[src/rtl/load_store_unit_if.sv]
// Request/response and data-memory bus of the load/store unit.
// The master side is the pipeline plus data memory, the slave side is the LSU.
interface load_store_unit_if #(
    parameter int ADDR_WIDTH = 32
);
    logic                  req_valid;
    logic                  req_ready;
    logic                  req_is_store;
    logic [2:0]            req_funct3;
    logic [ADDR_WIDTH-1:0] req_addr;
    logic [31:0]           req_wdata;

    logic                  resp_valid;
    logic                  resp_err;
    logic [31:0]           resp_rdata;

    logic [ADDR_WIDTH-1:0] mem_addr;
    logic                  mem_re;
    logic                  mem_we;
    logic [31:0]           mem_wdata;
    logic [31:0]           mem_rdata;

    modport master (
        output req_valid, req_is_store, req_funct3, req_addr, req_wdata, mem_rdata,
        input  req_ready, resp_valid, resp_err, resp_rdata,
        input  mem_addr, mem_re, mem_we, mem_wdata
    );

    modport slave (
        input  req_valid, req_is_store, req_funct3, req_addr, req_wdata, mem_rdata,
        output req_ready, resp_valid, resp_err, resp_rdata,
        output mem_addr, mem_re, mem_we, mem_wdata
    );
endinterface

[src/rtl/load_store_unit.sv]
// Memory-stage load/store front end: RV32I alignment checks, load extension,
// and sub-word stores done as read-modify-write on a word-only data memory.
module load_store_unit #(
    parameter int ADDR_WIDTH = 32,
    parameter bit WORD_ADDR  = 1'b1
) (
    input  logic clk,
    input  logic rst,
    load_store_unit_if.slave bus
);
    // state     | meaning
    // IDLE      | ready for a request, no memory access
    // LOAD      | read word, format and register the load result
    // STORE     | full-word write
    // RMW_READ  | read old word for a byte/halfword store
    // RMW_WRITE | write old word merged with the new lane
    // ERR       | misaligned or illegal request, no memory access
    typedef enum logic [2:0] {
        IDLE      = 3'd0,
        LOAD      = 3'd1,
        STORE     = 3'd2,
        RMW_READ  = 3'd3,
        RMW_WRITE = 3'd4,
        ERR       = 3'd5
    } state_t;

    localparam logic [2:0] F3_B  = 3'b000;
    localparam logic [2:0] F3_H  = 3'b001;
    localparam logic [2:0] F3_W  = 3'b010;
    localparam logic [2:0] F3_BU = 3'b100;
    localparam logic [2:0] F3_HU = 3'b101;

    state_t                state;
    state_t                state_nxt;

    logic [2:0]            funct3_q;
    logic [ADDR_WIDTH-1:0] addr_q;
    logic [31:0]           wdata_q;
    logic [31:0]           old_q;

    logic                  accept;
    logic                  req_bad;
    logic [7:0]            lane_b;
    logic [15:0]           lane_h;
    logic [31:0]           load_fmt;
    logic [31:0]           merged;
    logic [ADDR_WIDTH-1:0] mem_addr_lat;

    logic                  req_ready_c;
    logic                  mem_re_c;
    logic                  mem_we_c;
    logic [31:0]           mem_wdata_c;
    logic [ADDR_WIDTH-1:0] mem_addr_c;

    logic                  resp_valid_q;
    logic                  resp_err_q;
    logic [31:0]           resp_rdata_q;

    assign accept = bus.req_valid && req_ready_c;

    // Stores only exist as B/H/W; the unsigned encodings are load-only.
    always_comb begin
        req_bad = 1'b0;
        case (bus.req_funct3)
            F3_B, F3_BU: req_bad = bus.req_is_store && bus.req_funct3[2];
            F3_H, F3_HU: req_bad = bus.req_addr[0] || (bus.req_is_store && bus.req_funct3[2]);
            F3_W:        req_bad = (bus.req_addr[1:0] != 2'b00);
            default:     req_bad = 1'b1;
        endcase
    end

    always_ff @(posedge clk or posedge rst) begin
        if (rst) begin
            state <= IDLE;
        end else begin
            state <= state_nxt;
        end
    end

    always_comb begin
        state_nxt = state;
        case (state)
            IDLE: begin
                if (accept) begin
                    if (req_bad) begin
                        state_nxt = ERR;
                    end else if (!bus.req_is_store) begin
                        state_nxt = LOAD;
                    end else if (bus.req_funct3 == F3_W) begin
                        state_nxt = STORE;
                    end else begin
                        state_nxt = RMW_READ;
                    end
                end
            end
            RMW_READ:                   state_nxt = RMW_WRITE;
            LOAD, STORE, RMW_WRITE, ERR: state_nxt = IDLE;
            default:                    state_nxt = IDLE;
        endcase
    end

    always_ff @(posedge clk or posedge rst) begin
        if (rst) begin
            funct3_q <= '0;
            addr_q   <= '0;
            wdata_q  <= '0;
            old_q    <= '0;
        end else begin
            if (accept) begin
                funct3_q <= bus.req_funct3;
                addr_q   <= bus.req_addr;
                wdata_q  <= bus.req_wdata;
            end
            if (state == RMW_READ) begin
                old_q <= bus.mem_rdata;
            end
        end
    end

    always_comb begin
        lane_b = bus.mem_rdata[7:0];
        case (addr_q[1:0])
            2'd0: lane_b = bus.mem_rdata[7:0];
            2'd1: lane_b = bus.mem_rdata[15:8];
            2'd2: lane_b = bus.mem_rdata[23:16];
            2'd3: lane_b = bus.mem_rdata[31:24];
            default: lane_b = bus.mem_rdata[7:0];
        endcase
        lane_h = addr_q[1] ? bus.mem_rdata[31:16] : bus.mem_rdata[15:0];

        load_fmt = bus.mem_rdata;
        case (funct3_q)
            F3_B:    load_fmt = {{24{lane_b[7]}}, lane_b};
            F3_H:    load_fmt = {{16{lane_h[15]}}, lane_h};
            F3_BU:   load_fmt = {24'h000000, lane_b};
            F3_HU:   load_fmt = {16'h0000, lane_h};
            default: load_fmt = bus.mem_rdata;
        endcase
    end

    // Only SB (funct3[0]=0) and SH (funct3[0]=1) reach the merge path.
    always_comb begin
        merged = old_q;
        if (funct3_q[0]) begin
            if (addr_q[1]) begin
                merged[31:16] = wdata_q[15:0];
            end else begin
                merged[15:0] = wdata_q[15:0];
            end
        end else begin
            case (addr_q[1:0])
                2'd0: merged[7:0]   = wdata_q[7:0];
                2'd1: merged[15:8]  = wdata_q[7:0];
                2'd2: merged[23:16] = wdata_q[7:0];
                2'd3: merged[31:24] = wdata_q[7:0];
                default: merged = old_q;
            endcase
        end
    end

    assign mem_addr_lat = WORD_ADDR ? {2'b00, addr_q[ADDR_WIDTH-1:2]}
                                    : {addr_q[ADDR_WIDTH-1:2], 2'b00};

    always_comb begin
        req_ready_c = 1'b0;
        mem_re_c    = 1'b0;
        mem_we_c    = 1'b0;
        mem_wdata_c = '0;
        mem_addr_c  = mem_addr_lat;
        case (state)
            IDLE: begin
                req_ready_c = 1'b1;
                mem_addr_c  = '0;
            end
            LOAD, RMW_READ: mem_re_c = 1'b1;
            STORE: begin
                mem_we_c    = 1'b1;
                mem_wdata_c = wdata_q;
            end
            RMW_WRITE: begin
                mem_we_c    = 1'b1;
                mem_wdata_c = merged;
            end
            default: ;
        endcase
    end

    // The response lands in the cycle after the final state, when the FSM is
    // already back in IDLE and can accept the next request.
    always_ff @(posedge clk or posedge rst) begin
        if (rst) begin
            resp_valid_q <= 1'b0;
            resp_err_q   <= 1'b0;
            resp_rdata_q <= '0;
        end else begin
            resp_valid_q <= (state == LOAD) || (state == STORE) ||
                            (state == RMW_WRITE) || (state == ERR);
            resp_err_q   <= (state == ERR);
            resp_rdata_q <= (state == LOAD) ? load_fmt : 32'h0;
        end
    end

    assign bus.req_ready  = req_ready_c;
    assign bus.mem_re     = mem_re_c;
    assign bus.mem_we     = mem_we_c;
    assign bus.mem_wdata  = mem_wdata_c;
    assign bus.mem_addr   = mem_addr_c;
    assign bus.resp_valid = resp_valid_q;
    assign bus.resp_err   = resp_err_q;
    assign bus.resp_rdata = resp_rdata_q;
endmodule

[src/flat_wrapper.sv]
// flat-port wrapper written by rule: the top's interface ports become plain ports
module load_store_unit_flat 
#(
    parameter int ADDR_WIDTH = 32,
    parameter bit WORD_ADDR  = 1'b1
)
  (clk, rst, bus_req_valid, bus_req_is_store, bus_req_funct3, bus_req_addr, bus_req_wdata, bus_mem_rdata, bus_req_ready, bus_resp_valid, bus_resp_err, bus_resp_rdata, bus_mem_addr, bus_mem_re, bus_mem_we, bus_mem_wdata);
  load_store_unit_if #(.ADDR_WIDTH(ADDR_WIDTH)) bus_i ();
  input  logic clk;
  input  logic rst;
  input wire logic [$bits(bus_i.req_valid)-1:0] bus_req_valid;
  input wire logic [$bits(bus_i.req_is_store)-1:0] bus_req_is_store;
  input wire logic [$bits(bus_i.req_funct3)-1:0] bus_req_funct3;
  input wire logic [$bits(bus_i.req_addr)-1:0] bus_req_addr;
  input wire logic [$bits(bus_i.req_wdata)-1:0] bus_req_wdata;
  input wire logic [$bits(bus_i.mem_rdata)-1:0] bus_mem_rdata;
  output wire logic [$bits(bus_i.req_ready)-1:0] bus_req_ready;
  output wire logic [$bits(bus_i.resp_valid)-1:0] bus_resp_valid;
  output wire logic [$bits(bus_i.resp_err)-1:0] bus_resp_err;
  output wire logic [$bits(bus_i.resp_rdata)-1:0] bus_resp_rdata;
  output wire logic [$bits(bus_i.mem_addr)-1:0] bus_mem_addr;
  output wire logic [$bits(bus_i.mem_re)-1:0] bus_mem_re;
  output wire logic [$bits(bus_i.mem_we)-1:0] bus_mem_we;
  output wire logic [$bits(bus_i.mem_wdata)-1:0] bus_mem_wdata;
  assign bus_i.req_valid = bus_req_valid;
  assign bus_i.req_is_store = bus_req_is_store;
  assign bus_i.req_funct3 = bus_req_funct3;
  assign bus_i.req_addr = bus_req_addr;
  assign bus_i.req_wdata = bus_req_wdata;
  assign bus_i.mem_rdata = bus_mem_rdata;
  assign bus_req_ready = bus_i.req_ready;
  assign bus_resp_valid = bus_i.resp_valid;
  assign bus_resp_err = bus_i.resp_err;
  assign bus_resp_rdata = bus_i.resp_rdata;
  assign bus_mem_addr = bus_i.mem_addr;
  assign bus_mem_re = bus_i.mem_re;
  assign bus_mem_we = bus_i.mem_we;
  assign bus_mem_wdata = bus_i.mem_wdata;
  load_store_unit #(.ADDR_WIDTH(ADDR_WIDTH), .WORD_ADDR(WORD_ADDR)) u_core (.clk(clk), .rst(rst), .bus(bus_i));
endmodule
[config.mk]
export PLATFORM = sky130hd
export DESIGN_NAME = load_store_unit_flat
export DESIGN_NICKNAME = d
export VERILOG_FILES = /design/src/rtl/load_store_unit_if.sv /design/src/rtl/load_store_unit.sv /design/src/flat_wrapper.sv
export SDC_FILE = /design/constraint.sdc
export NUM_CORES = 1
export LEC_CHECK = 0
export ABC_AREA = 1
export ABC_CLOCK_PERIOD_IN_PS = 6500
export CORE_MARGIN = 3
export CORE_UTILIZATION = 49
export DETAILED_ROUTE_END_ITERATION = 8
export PLACE_DENSITY = 0.89
export SLEW_MARGIN = 20
export SYNTH_ARGS = -nofsm -noshare
export SYNTH_HDL_FRONTEND = slang
export SYNTH_SLANG_ARGS = --single-unit
[constraint.sdc]
create_clock -name clk -period 6.5 [get_ports clk]
set_input_delay 1.3 -clock clk [delete_from_list [all_inputs] [get_ports clk]]
set_output_delay 1.3 -clock clk [all_outputs]
set_load 0.05 [all_outputs]
==> metrics.yaml <==
cts:
  num_cts_buffers: 17
  cts_resized: 0
  cts.clk_slew.worst_paths_ns: 0.06
  post-cts-setup-buffer-count: 0
  clkLatencyLatePin_ns: 0.41
  count_of_hold_fix_buffers_inserted_at_cts: 0
  ctsRootBufferMaster: "sky130_fd_sc_hd__clkbuf_16"
  tritoncts_clock_tree: "done"
  htree_num_levels: 4
  cts.sink_count: 136
  clock_tree.buffer_depth: 2
place:
  post-dp-hpwl_mm: 15.5
  dpl.cell_count: 1215
  place.port_buffers: 201
  dpl_cell_area_um2: 9170
  weighted_congestion_at_the_end_of_routability_driven_global_placement: 0.916
global_routing:
  wire_length_of_the_first_global_routing_pass_mm: 34.3
  antenna_found_initial: 0
  track_usage: 0.268
  global_route.overflow_total: 0
  maximum_number_of_pins_on_one_net_before_global_route_repair: 94
  number_of_global_route_vias_before_repair: 6598
final_layout:
  finish.utilization: 0.690
  antennaDiodeCount: 0
  final_net_count: 1157
  fillCellCount: 1139
  syn2layout_area_growth_pct: 35.0
  share_of_layout_cells_above_drive_strength_1: 0.115
  layout.cell_area.non_filler_um2: 9760
  final_cell_count_no_fill: 1247
floorplan:
  die_area_um2: 16300
  rows: 43
  chipHeight_um: 127
  core_area_um2: 14100
  initial_core_util: 0.511
  die_w_um: 127
  top_level_i_o_count: 204
min_path:
  holdCritPathClass: "flip-flop to flip-flop"
  hold_path_depth: 2
setup_path:
  max_stage_delay_ns: 0.90
  crit_path_top_delay_cell: "sky130_fd_sc_hd__nor3_2"
  worstSetupEndpointType: "output pin"
  critical_path_arrival_ns: 3.33
  path_cells: "nor3_2, inv_1, a21oi_1, nand3_1, o21ai_0, clkdlybuf4s50_1"
  path_max_fanout: 17
  r2r_cells: 7
  worst-endpoint-required_ns: 5.20
  worstSetupPathType: "flip-flop to output pin"
  path_delay_family: "buffers and inverters"
  startpoint_type_of_the_worst_setup_path: "flip-flop"
  crit_cells: 6
  critical_path_buf_inv_count: 2
sta:
  slew_headroom: 0.279
  final.period_utilization: 0.713
  setup_viol: 0
  slew_violations: 0
  max_clock_freq_mhz: 216
  final_hold_viol_count: 0
  tmin_final_ns: 4.63
  rsz0062_at_grt: "false"
  setup_total_negative_slack_ns: 0
  timing_worst_slew_pin_value_ns: 1.07
  skew_ns: 0.00441
synth:
  netlist_area_um2: 7230
  synthFlopType: "sky130_fd_sc_hd__dfrtp_1"
  ys_warn_count: 0
  synth_seq_cells: 136
  commonest_cells_in_the_netlist: "sky130_fd_sc_hd__nor2_1, sky130_fd_sc_hd__dfrtp_1, sky130_fd_sc_hd__nand2_1"
  synth-async-reset-ratio: 1.00
  synth_cell_type_count: 36
  number_of_flops_mapped_to_enable_cells_by_yosys: 0
  area_contributors_post_synth: "sky130_fd_sc_hd__dfrtp_1, sky130_fd_sc_hd__nor2_1, sky130_fd_sc_hd__nand2_1"
  syn_area_per_cell_um2: 8.16
  post_synth_inst_count: 886
  netlist.top_cell.by_area: "sky130_fd_sc_hd__dfrtp_1"
  synth_most_common_cell: "sky130_fd_sc_hd__nor2_1"
  netlist.area_leader.share: 0.471
  ys_seq_area_frac: 0.471
detailed_routing:
  vias: 6933
  routed_wl_mm: 21.7
  postRouteAntennaNets: 0
  initialDrtViolationCount: 768
  router_iterations_before_antenna_repair: 5
  route.detailed.wl_per_inst_um: 17.4
  route.detailed.drc: 0
  detail_route.vias_per_cell: 5.56
outcome:
  status: "completed"
pwr:
  power_density_nw_per_um2: 569
  ir_drop_v: 0.000415
  power.static_leakage_nw: 4.48
flow_run:
  timing.max_cap.violations: 0
-- power by group --
| group | internal [mW] | switching, mW |
|---|---|---|
| sequential | 1.22 | 0.215 |
| clock | 0.592 | 0.349 |
| combinational | 0.977 | 2.21 |
-- cell usage in the layout (no fill, tap or decap), drive strengths merged --
master,instances
a211oi,3
o21bai,1
a21oi,115
o211ai,25
mux2,9
clkdlybuf4s50,201
nand3b,1
buf,5
dfrtp,136
conb,2
inv,101
clkinvlp,2
nand2,130
o21a,1
o21ai,75
clkinv,5
o22ai,16
nor3b,1
nand3,33
nand4,7
nor3,15
clkbuf,24
nor2,156
bufinv,2
o221ai,1
-- routing by layer --
layer,track usage,share of wire
met1,0.342,0.39
met2,0.432,0.48
met3,0.0778,0.10
met4,0.101,0.027
met5,0,0
-- flip-flops by register name, summed over array words and instances, names as in the netlist --
| register | cells |
|---|---|
| u_core.state | 3 |
| u_core.bus.resp_rdata | 32 |
| u_core.addr_q | 32 |
| u_core.wdata_q | 32 |
| u_core.old_q | 32 |
| u_core.funct3_q | 3 |
| u_core.bus.resp_err | 1 |
| u_core.bus.resp_valid | 1 |
-- final timing paths --
kind	start	endpoint	slack, ns
max	u_core.state[1]	bus_mem_wdata[20]	1.87
min	u_core.old_q[8]	u_core.old_q[8]	0.49
max reg2reg	u_core.state[2]	u_core.addr_q[12]	3.74
min reg2reg	u_core.old_q[8]	u_core.old_q[8]	0.49
max in group asynchronous	rst	u_core.addr_q[1]	3.88
min in group asynchronous	rst	u_core.addr_q[8]	1.44
-- cell families after synthesis --
| logic type | synth area share |
|---|---|
| AND/OR/NAND/NOR | 0.207 |
| AO/OA/AOI/OAI | 0.204 |
| buffers and inverters | 0.101 |
| flip-flops | 0.471 |
| multiplexers | 0.0171 |
| other | 0.000519 |
-- tightest hold or removal path: stages, from the launching register on --
cell and delay (ns):
sky130_fd_sc_hd__dfrtp_1 0.34, sky130_fd_sc_hd__nand2_1 0.05, sky130_fd_sc_hd__o21ai_0 0.06
-- through the flow --
| stage | worst slack (ns) | hold slack [ns] | total power, mW |
|---|---|---|---|
| floorplan | 1.56 | 0.443 | 3.67 |
| global placement | 2.39 | 0.473 | 4.50 |
| CTS | 1.86 | 0.491 | 5.54 |
| global route | 1.68 | 0.519 | 5.87 |
| finish | 1.87 | 0.486 | 5.56 |
| detailed placement | 2.37 | 0.478 | 4.58 |
-- cell type report --
cell class	count	area, um^2	share of cell area
clock inverter	8	95.1	0.00974
clock buffer	24	482	0.0493
tap	180	225	0.0231
multi-input combinational	591	3120	0.319
inverter	102	390	0.0400
sequential	136	3400	0.349
timing repair buffer	206	2050	0.210
Power figures use the tool's default switching activity.
